## src/rtl/controle_pkg.sv

```systemverilog
// Shared types and encodings for the multicycle MIPS main control FSM.
package controle_pkg;

    localparam int unsigned OPW       = 6;
    localparam int unsigned OPSEL_W   = 4;
    localparam int unsigned STATE_W   = 4;
    localparam int unsigned SRCB_W    = 2;
    localparam int unsigned PCSRC_W   = 2;

    typedef enum logic [STATE_W-1:0] {
        RESET     = 4'd0,
        FETCH     = 4'd1,
        DECODE    = 4'd2,
        MEMADDR   = 4'd3,
        MEMREAD   = 4'd4,
        MEM_WB    = 4'd5,
        MEMWRITE  = 4'd6,
        EXEC_R    = 4'd7,
        R_WB      = 4'd8,
        BRANCH    = 4'd9,
        JUMP      = 4'd10,
        ADDI_EXEC = 4'd11,
        ADDI_WB   = 4'd12,
        BRANCH_NE = 4'd13
    } state_t;

    localparam logic [OPW-1:0] OP_RTYPE = 6'h00;
    localparam logic [OPW-1:0] OP_J     = 6'h02;
    localparam logic [OPW-1:0] OP_BEQ   = 6'h04;
    localparam logic [OPW-1:0] OP_BNE   = 6'h05;
    localparam logic [OPW-1:0] OP_ADDI  = 6'h08;
    localparam logic [OPW-1:0] OP_LW    = 6'h23;
    localparam logic [OPW-1:0] OP_SW    = 6'h2B;

    localparam logic [OPW-1:0] FN_ADD = 6'h20;
    localparam logic [OPW-1:0] FN_SUB = 6'h22;
    localparam logic [OPW-1:0] FN_AND = 6'h24;
    localparam logic [OPW-1:0] FN_OR  = 6'h25;
    localparam logic [OPW-1:0] FN_NOR = 6'h27;
    localparam logic [OPW-1:0] FN_SLT = 6'h2A;

    localparam logic [OPSEL_W-1:0] ULA_AND = 4'b0000;
    localparam logic [OPSEL_W-1:0] ULA_OR  = 4'b0001;
    localparam logic [OPSEL_W-1:0] ULA_ADD = 4'b0010;
    localparam logic [OPSEL_W-1:0] ULA_SUB = 4'b0110;
    localparam logic [OPSEL_W-1:0] ULA_SLT = 4'b0111;
    localparam logic [OPSEL_W-1:0] ULA_NOR = 4'b1100;

    localparam logic [SRCB_W-1:0] SRCB_REG    = 2'b00;
    localparam logic [SRCB_W-1:0] SRCB_FOUR   = 2'b01;
    localparam logic [SRCB_W-1:0] SRCB_IMM    = 2'b10;
    localparam logic [SRCB_W-1:0] SRCB_IMM_SH = 2'b11;

    localparam logic [PCSRC_W-1:0] PCSRC_ULA    = 2'b00;
    localparam logic [PCSRC_W-1:0] PCSRC_ALUOUT = 2'b01;
    localparam logic [PCSRC_W-1:0] PCSRC_JUMP   = 2'b10;

    typedef struct packed {
        logic [OPSEL_W-1:0] ula_op;
        logic               pc_write;
        logic               i_or_d;
        logic               mem_read;
        logic               mem_write;
        logic               ir_write;
        logic               reg_dst;
        logic               mem_to_reg;
        logic               reg_write;
        logic               ula_src_a;
        logic [SRCB_W-1:0]  ula_src_b;
        logic [PCSRC_W-1:0] pc_source;
        logic               illegal;
    } ctrl_t;

    localparam ctrl_t CTRL_IDLE = '{ula_op: ULA_ADD, default: '0};

endpackage

```

## src/rtl/controle_multiciclo_ula_controle.sv

```systemverilog
// Decodes the R-type funct field into a ULA operation plus a validity flag.
module ula_controle
    import controle_pkg::*;
(
    input  logic [OPW-1:0]     funct,
    output logic [OPSEL_W-1:0] ula_operation,
    output logic               funct_valid
);

    always_comb begin
        ula_operation = ULA_ADD;
        funct_valid   = 1'b1;
        case (funct)
            FN_ADD:  ula_operation = ULA_ADD;
            FN_SUB:  ula_operation = ULA_SUB;
            FN_AND:  ula_operation = ULA_AND;
            FN_OR:   ula_operation = ULA_OR;
            FN_NOR:  ula_operation = ULA_NOR;
            FN_SLT:  ula_operation = ULA_SLT;
            default: funct_valid   = 1'b0;
        endcase
    end

endmodule

```

## src/rtl/controle_multiciclo.sv

```systemverilog
// Main multicycle MIPS control FSM. Define CTRL_BNE_EN to add bne (opcode 0x05).
module controle_multiciclo
    import controle_pkg::*;
(
    input  logic               clk,
    input  logic               rst_n,
    input  logic [OPW-1:0]     opcode,
    input  logic [OPW-1:0]     funct,
    input  logic               flagz,
    output logic [OPSEL_W-1:0] ULAoperation,
    output logic               pc_write,
    output logic               i_or_d,
    output logic               mem_read,
    output logic               mem_write,
    output logic               ir_write,
    output logic               reg_dst,
    output logic               mem_to_reg,
    output logic               reg_write,
    output logic               ula_src_a,
    output logic [SRCB_W-1:0]  ula_src_b,
    output logic [PCSRC_W-1:0] pc_source,
    output logic               illegal_instr,
    output logic [STATE_W-1:0] state_dbg
);

    state_t             state, state_nxt;
    ctrl_t              ctrl_q, ctrl_nxt;
    logic               illegal_nxt;
    logic               br_eq_q, br_ne_q;
    logic [OPSEL_W-1:0] fn_op;
    logic               fn_valid;

    ula_controle u_ula_controle (
        .funct         (funct),
        .ula_operation (fn_op),
        .funct_valid   (fn_valid)
    );

    // Next-state: IR is stable from DECODE on, so opcode/funct are sampled there and in EXEC_R.
    always_comb begin
        state_nxt   = FETCH;
        illegal_nxt = 1'b0;
        case (state)
            RESET:   state_nxt = FETCH;
            FETCH:   state_nxt = DECODE;
            DECODE: begin
                case (opcode)
                    OP_LW, OP_SW: state_nxt = MEMADDR;
                    OP_RTYPE:     state_nxt = EXEC_R;
                    OP_BEQ:       state_nxt = BRANCH;
`ifdef CTRL_BNE_EN
                    OP_BNE:       state_nxt = BRANCH_NE;
`endif
                    OP_J:         state_nxt = JUMP;
                    OP_ADDI:      state_nxt = ADDI_EXEC;
                    default: begin
                        state_nxt   = FETCH;
                        illegal_nxt = 1'b1;
                    end
                endcase
            end
            MEMADDR:   state_nxt = (opcode == OP_LW) ? MEMREAD : MEMWRITE;
            MEMREAD:   state_nxt = MEM_WB;
            EXEC_R: begin
                state_nxt   = fn_valid ? R_WB : FETCH;
                illegal_nxt = ~fn_valid;
            end
            ADDI_EXEC: state_nxt = ADDI_WB;
            default:   state_nxt = FETCH;
        endcase
    end

    // Output decode of the upcoming state; registered so every output except the branch term is Moore.
    always_comb begin
        ctrl_nxt         = CTRL_IDLE;
        ctrl_nxt.illegal = illegal_nxt;
        case (state_nxt)
            FETCH: begin
                ctrl_nxt.mem_read  = 1'b1;
                ctrl_nxt.ir_write  = 1'b1;
                ctrl_nxt.ula_src_b = SRCB_FOUR;
                ctrl_nxt.pc_write  = 1'b1;
                ctrl_nxt.pc_source = PCSRC_ULA;
            end
            DECODE:   ctrl_nxt.ula_src_b = SRCB_IMM_SH;
            MEMADDR: begin
                ctrl_nxt.ula_src_a = 1'b1;
                ctrl_nxt.ula_src_b = SRCB_IMM;
            end
            MEMREAD: begin
                ctrl_nxt.mem_read = 1'b1;
                ctrl_nxt.i_or_d   = 1'b1;
            end
            MEM_WB: begin
                ctrl_nxt.reg_write  = 1'b1;
                ctrl_nxt.mem_to_reg = 1'b1;
            end
            MEMWRITE: begin
                ctrl_nxt.mem_write = 1'b1;
                ctrl_nxt.i_or_d    = 1'b1;
            end
            EXEC_R: begin
                ctrl_nxt.ula_src_a = 1'b1;
                ctrl_nxt.ula_src_b = SRCB_REG;
                ctrl_nxt.ula_op    = fn_op;
            end
            R_WB: begin
                ctrl_nxt.reg_write = 1'b1;
                ctrl_nxt.reg_dst   = 1'b1;
            end
            BRANCH, BRANCH_NE: begin
                ctrl_nxt.ula_src_a = 1'b1;
                ctrl_nxt.ula_src_b = SRCB_REG;
                ctrl_nxt.ula_op    = ULA_SUB;
                ctrl_nxt.pc_source = PCSRC_ALUOUT;
            end
            JUMP: begin
                ctrl_nxt.pc_source = PCSRC_JUMP;
                ctrl_nxt.pc_write  = 1'b1;
            end
            ADDI_EXEC: begin
                ctrl_nxt.ula_src_a = 1'b1;
                ctrl_nxt.ula_src_b = SRCB_IMM;
            end
            ADDI_WB:  ctrl_nxt.reg_write = 1'b1;
            default:  ;
        endcase
    end

    always_ff @(posedge clk or negedge rst_n) begin
        if (!rst_n) begin
            state   <= RESET;
            ctrl_q  <= CTRL_IDLE;
            br_eq_q <= 1'b0;
            br_ne_q <= 1'b0;
        end else begin
            state   <= state_nxt;
            ctrl_q  <= ctrl_nxt;
            br_eq_q <= (state_nxt == BRANCH);
            br_ne_q <= (state_nxt == BRANCH_NE);
        end
    end

    // Branch resolution uses the ULA zero flag of the same cycle.
    assign pc_write      = ctrl_q.pc_write | (br_eq_q & flagz) | (br_ne_q & ~flagz);
    assign ULAoperation  = ctrl_q.ula_op;
    assign i_or_d        = ctrl_q.i_or_d;
    assign mem_read      = ctrl_q.mem_read;
    assign mem_write     = ctrl_q.mem_write;
    assign ir_write      = ctrl_q.ir_write;
    assign reg_dst       = ctrl_q.reg_dst;
    assign mem_to_reg    = ctrl_q.mem_to_reg;
    assign reg_write     = ctrl_q.reg_write;
    assign ula_src_a     = ctrl_q.ula_src_a;
    assign ula_src_b     = ctrl_q.ula_src_b;
    assign pc_source     = ctrl_q.pc_source;
    assign illegal_instr = ctrl_q.illegal;
    assign state_dbg     = state;

endmodule

```

## config.mk

```make
export PLATFORM = sky130hd
export DESIGN_NAME = controle_multiciclo
export DESIGN_NICKNAME = d
export VERILOG_FILES = /design/src/rtl/controle_pkg.sv /design/src/rtl/controle_multiciclo_ula_controle.sv /design/src/rtl/controle_multiciclo.sv
export SDC_FILE = /design/constraint.sdc
export NUM_CORES = 1
export LEC_CHECK = 0
export CAP_MARGIN = 20
export CORE_MARGIN = 2
export CORE_UTILIZATION = 55
export DETAILED_ROUTE_END_ITERATION = 8
export DONT_BUFFER_PORTS = 1
export GPL_ROUTABILITY_DRIVEN = 1
export PLACE_DENSITY_LB_ADDON = 0.05
export SYNTH_ARGS = -nofsm -noshare
export SYNTH_HDL_FRONTEND = slang
export SYNTH_SLANG_ARGS = --single-unit
```

## constraint.sdc

```tcl
create_clock -name clk -period 1.85 [get_ports clk]
set_input_delay 0 -clock clk [delete_from_list [all_inputs] [get_ports clk]]
set_output_delay 0 -clock clk [all_outputs]
set_load 0.01 [all_outputs]
```

==> flow_metrics.env <==
export IMPL_clkTransAtPathRegs_ns=0.13
export IMPL_cp_slowest_stage_delay_ns=0.56
export IMPL_crit_arrival_ns=2.07
export IMPL_hp_start="opcode[5]"
export IMPL_multi_input_area_um2=531
export IMPL_drt_iter0_drc=22
export IMPL_fillers=134
export IMPL_grt_pass1_wl_mm=4.36
export IMPL_ir_drop_mv=0.703
export IMPL_fin_hold_ws_ns=0.0150
export IMPL_synth_cells=113
export IMPL_cp_required_ns=2.05
export IMPL_syn_avg_cell_area_um2=10.7
export IMPL_routed_wl_mm=2.79
export IMPL_clkPwrFrac=0.180
export IMPL_first_global_vias=983
export IMPL_die_area_mm2=0.00259
export IMPL_gp_congestion=0.936
export IMPL_grt_usage=0.225
export IMPL_cp_slowest_cell="or4b_4"
export IMPL_portBuffers=0
export IMPL_ctsHtreeMaxLevel=1
export IMPL_insertion_delay_ns=0.30
export IMPL_diodes=0
export IMPL_synth_area_mm2=0.00121
export IMPL_reg2reg_from="state_dbg[3]$_DFF_PN0_"
export IMPL_cp_end_kind="flip-flop"
export IMPL_synthXorXnorAreaFrac=0.00725
export IMPL_die_w_um=50.9
export IMPL_violations="negative setup slack"
export IMPL_async_flop_share=1.00
export IMPL_final_antenna_net_count=0
export IMPL_ff_latch_area_um2=602
export IMPL_fin_skew_ns=0.00250
export IMPL_dp_hpwl_mm=1.84
export IMPL_firstDrtPassIters=6
export IMPL_switching_share=0.353
export IMPL_rows=16
export IMPL_drc=0
export IMPL_ys_ff_latch=24
export IMPL_p_per_area_mw_per_mm2=1320
export IMPL_slew_violations=0
export IMPL_synthFlopType="dfrtp_1"
export IMPL_finalPower_w=0.00203
export IMPL_relSlewSlack=0.650
export IMPL_power_frac_comb=0.453
export IMPL_crit_chain="or4b_4, o41a_4, clkinv_4, nor2_4, a22o_1"
export IMPL_path_max_fanout=4
export IMPL_core_mm2=0.00202
export IMPL_share_seq_of_total_power=0.367
export IMPL_worstMarginPinSlew_ns=0.520
export IMPL_grt_max_degree=25
export IMPL_die_h_um=50.9
export IMPL_clkSinkCount=24
export IMPL_hold_viol_final=0
export IMPL_p_leak_nw=0.690
export IMPL_synthAdderAreaFrac=0
export IMPL_final_util=0.759
export IMPL_critPathKind="reg2reg"
export IMPL_setup_slack_ns=-0.0224
export IMPL_synthMuxAreaShare=0.00829
export IMPL_synth_cell_types=48
export IMPL_syn_nets=128
export IMPL_dr_total_vias=946
export IMPL_synth_top_family_by_area="simple AND/OR/NAND/NOR gates"
export IMPL_yosysSeqAreaShare=0.498
export IMPL_synth_edf_count=0
export IMPL_start_util=0.597
export IMPL_pre_cts_ws_ns=-0.00353
export IMPL_antenna_found_initial=0
export IMPL_routedWlPerCell_um=16.9
export IMPL_nets=154
export IMPL_overflow=0
export IMPL_cts_buffer_depth=2
export IMPL_cts_tree="built"
export IMPL_p_int_w=0.00131
export IMPL_max_freq_ghz=0.534
export IMPL_synth_simple_area_share=0.238
export IMPL_fin_crit_ns=1.87
export IMPL_hp_class="in2reg"
export IMPL_drive_above_1_share=0.225
export IMPL_maxCapViolCount=0
export IMPL_crit_path_start="state_dbg[3]$_DFF_PN0_"
export IMPL_outcome="finished, violations left"
export IMPL_synth_compound_area_frac=0.162
export IMPL_rsz0062_at_grt="true"
export IMPL_setup_viol=1
export IMPL_ios=37
export IMPL_cts_made_buffers=3
export IMPL_area_growth_pct=27.2
export IMPL_vias_per_cell=5.73
export IMPL_root_buffer="clkbuf_4"
export IMPL_yosysWarningCount=0
export IMPL_period_share=1.01
export IMPL_p_sw_w=0.000716
export IMPL_cp_start_kind="flip-flop"
==> routing by layer <==
metal / up-vias / share of wire / global-route usage / wire, um
li1: 452 / - / - / -
met2: 30 / 0.52 / 0.406 / 1440
met3: 2 / 0.046 / 0.0292 / 128
met5: - / 0 / 0 / 0
met4: 0 / 0.0068 / 0.0631 / 19
met1: 462 / 0.43 / 0.284 / 1200
==> synth_stat cells (2+ instances only) <==
cell type  count  area (um2)
nor3b_1        2        15.0
nor3_1         3        15.0
nand3_1        4        20.0
nand2b_1       3        18.8
inv_1          4        15.0
nand4_1        2        12.5
buf_4          8        60.1
dfrtp_1       23         576
a21oi_1        3        15.0
o21ai_0        3        15.0
nor2b_1        5        31.3
nor2_1         9        33.8
a31oi_1        2        12.5
nand2_1        5        18.8
nor4b_1        2        17.5
and2_1         2        12.5
o2bb2ai_1      2        17.5
==> path summary, 6_finish.rpt <==
path	slack, ns	to	cells after the start
max in group asynchronous	1.42	ULAoperation[0]$_DFF_PN0_	2
hold reg to reg	0.64	ula_src_b[0]$_DFF_PN0_	2
setup reg to reg	-0.02	mem_read$_DFF_PN0_	5
hold / removal	0.01	ULAoperation[0]$_DFF_PN0_	4
setup / recovery	-0.02	mem_read$_DFF_PN0_	5
min in group asynchronous	0.03	ULAoperation[2]$_DFF_PN0_	1
==> cell usage in the layout, fill, tap and decap left out, types with 2 or more instances in the layout <==
| cell type | n |
|---|---|
| nand3_1 | 4 |
| and2_1 | 2 |
| a21oi_1 | 3 |
| o2bb2ai_1 | 2 |
| dfrtp_1 | 23 |
| nand2_1 | 5 |
| nor2_1 | 8 |
| clkbuf_4 | 3 |
| inv_1 | 4 |
| dlygate4sd3_1 | 16 |
| o21ai_0 | 3 |
| nor2b_1 | 5 |
| nand4_1 | 2 |
| buf_4 | 14 |
| nor3b_1 | 2 |
| nor4b_1 | 2 |
| nand2b_1 | 3 |
| a31oi_1 | 2 |
| nor3_1 | 3 |
==> what timing repair did <==
action                                  CTS  global route
endpoints found under the hold margin    35             0
endpoints found under the setup margin    4             4
buffers inserted                          1             0
cloned                                    0             0
resized for setup                         2             2
hold buffers                             16             0
pin swaps                                 0             1
==> metrics by stage <==
step                      cell area [um2]  setup TNS [ns]  std cells
after floorplan                      1210          -0.142        113
after global placement               1260               0        143
after detailed placement             1260        -0.00353        143
after CTS                            1490               0        164
after global routing                 1540          -0.152        165
final                                1540         -0.0224        165
==> area by class of cell <==
class                   instances  area share
clock inverters                 1      0.0196
multi-input cells              74       0.346
clock buffers                   3      0.0147
repair buffers                 31       0.191
flip-flops and latches         24       0.392
inverters                       5      0.0155
well taps                      27      0.0220
==> worst max-delay path, delay by kind of cell, from the launching register on <==
kind	cells	cell delay, ns
AOI/OAI and AO/OA	2	0.65
and+or+nand+nor	2	0.61
DFF	1	0.43
buffers and inverters	1	0.08
==> cell families (layout without fill, tap and decap cells) <==
kind of cell	after synthesis	count (layout)
other cells	1	1
compound gates	24	24
flops	24	24
simple gates	47	47
mux	1	1
buf+inv	15	40
xor+xnor	1	1
==> power by group through the flow <==
stage / registers, W / logic, W / clock network (W)
2_1_floorplan: 0.000756 / 0.000564 / 0
3_3_place_gp: 0.000757 / 0.000773 / 0
3_5_place_dp: 0.000763 / 0.000778 / 0
4_1_cts: 0.000746 / 0.000884 / 0.000372
5_1_grt: 0.000758 / 0.000984 / 0.000395
6_report: 0.000744 / 0.000919 / 0.000365
No activity file was read; power rests on OpenSTA's default activity.
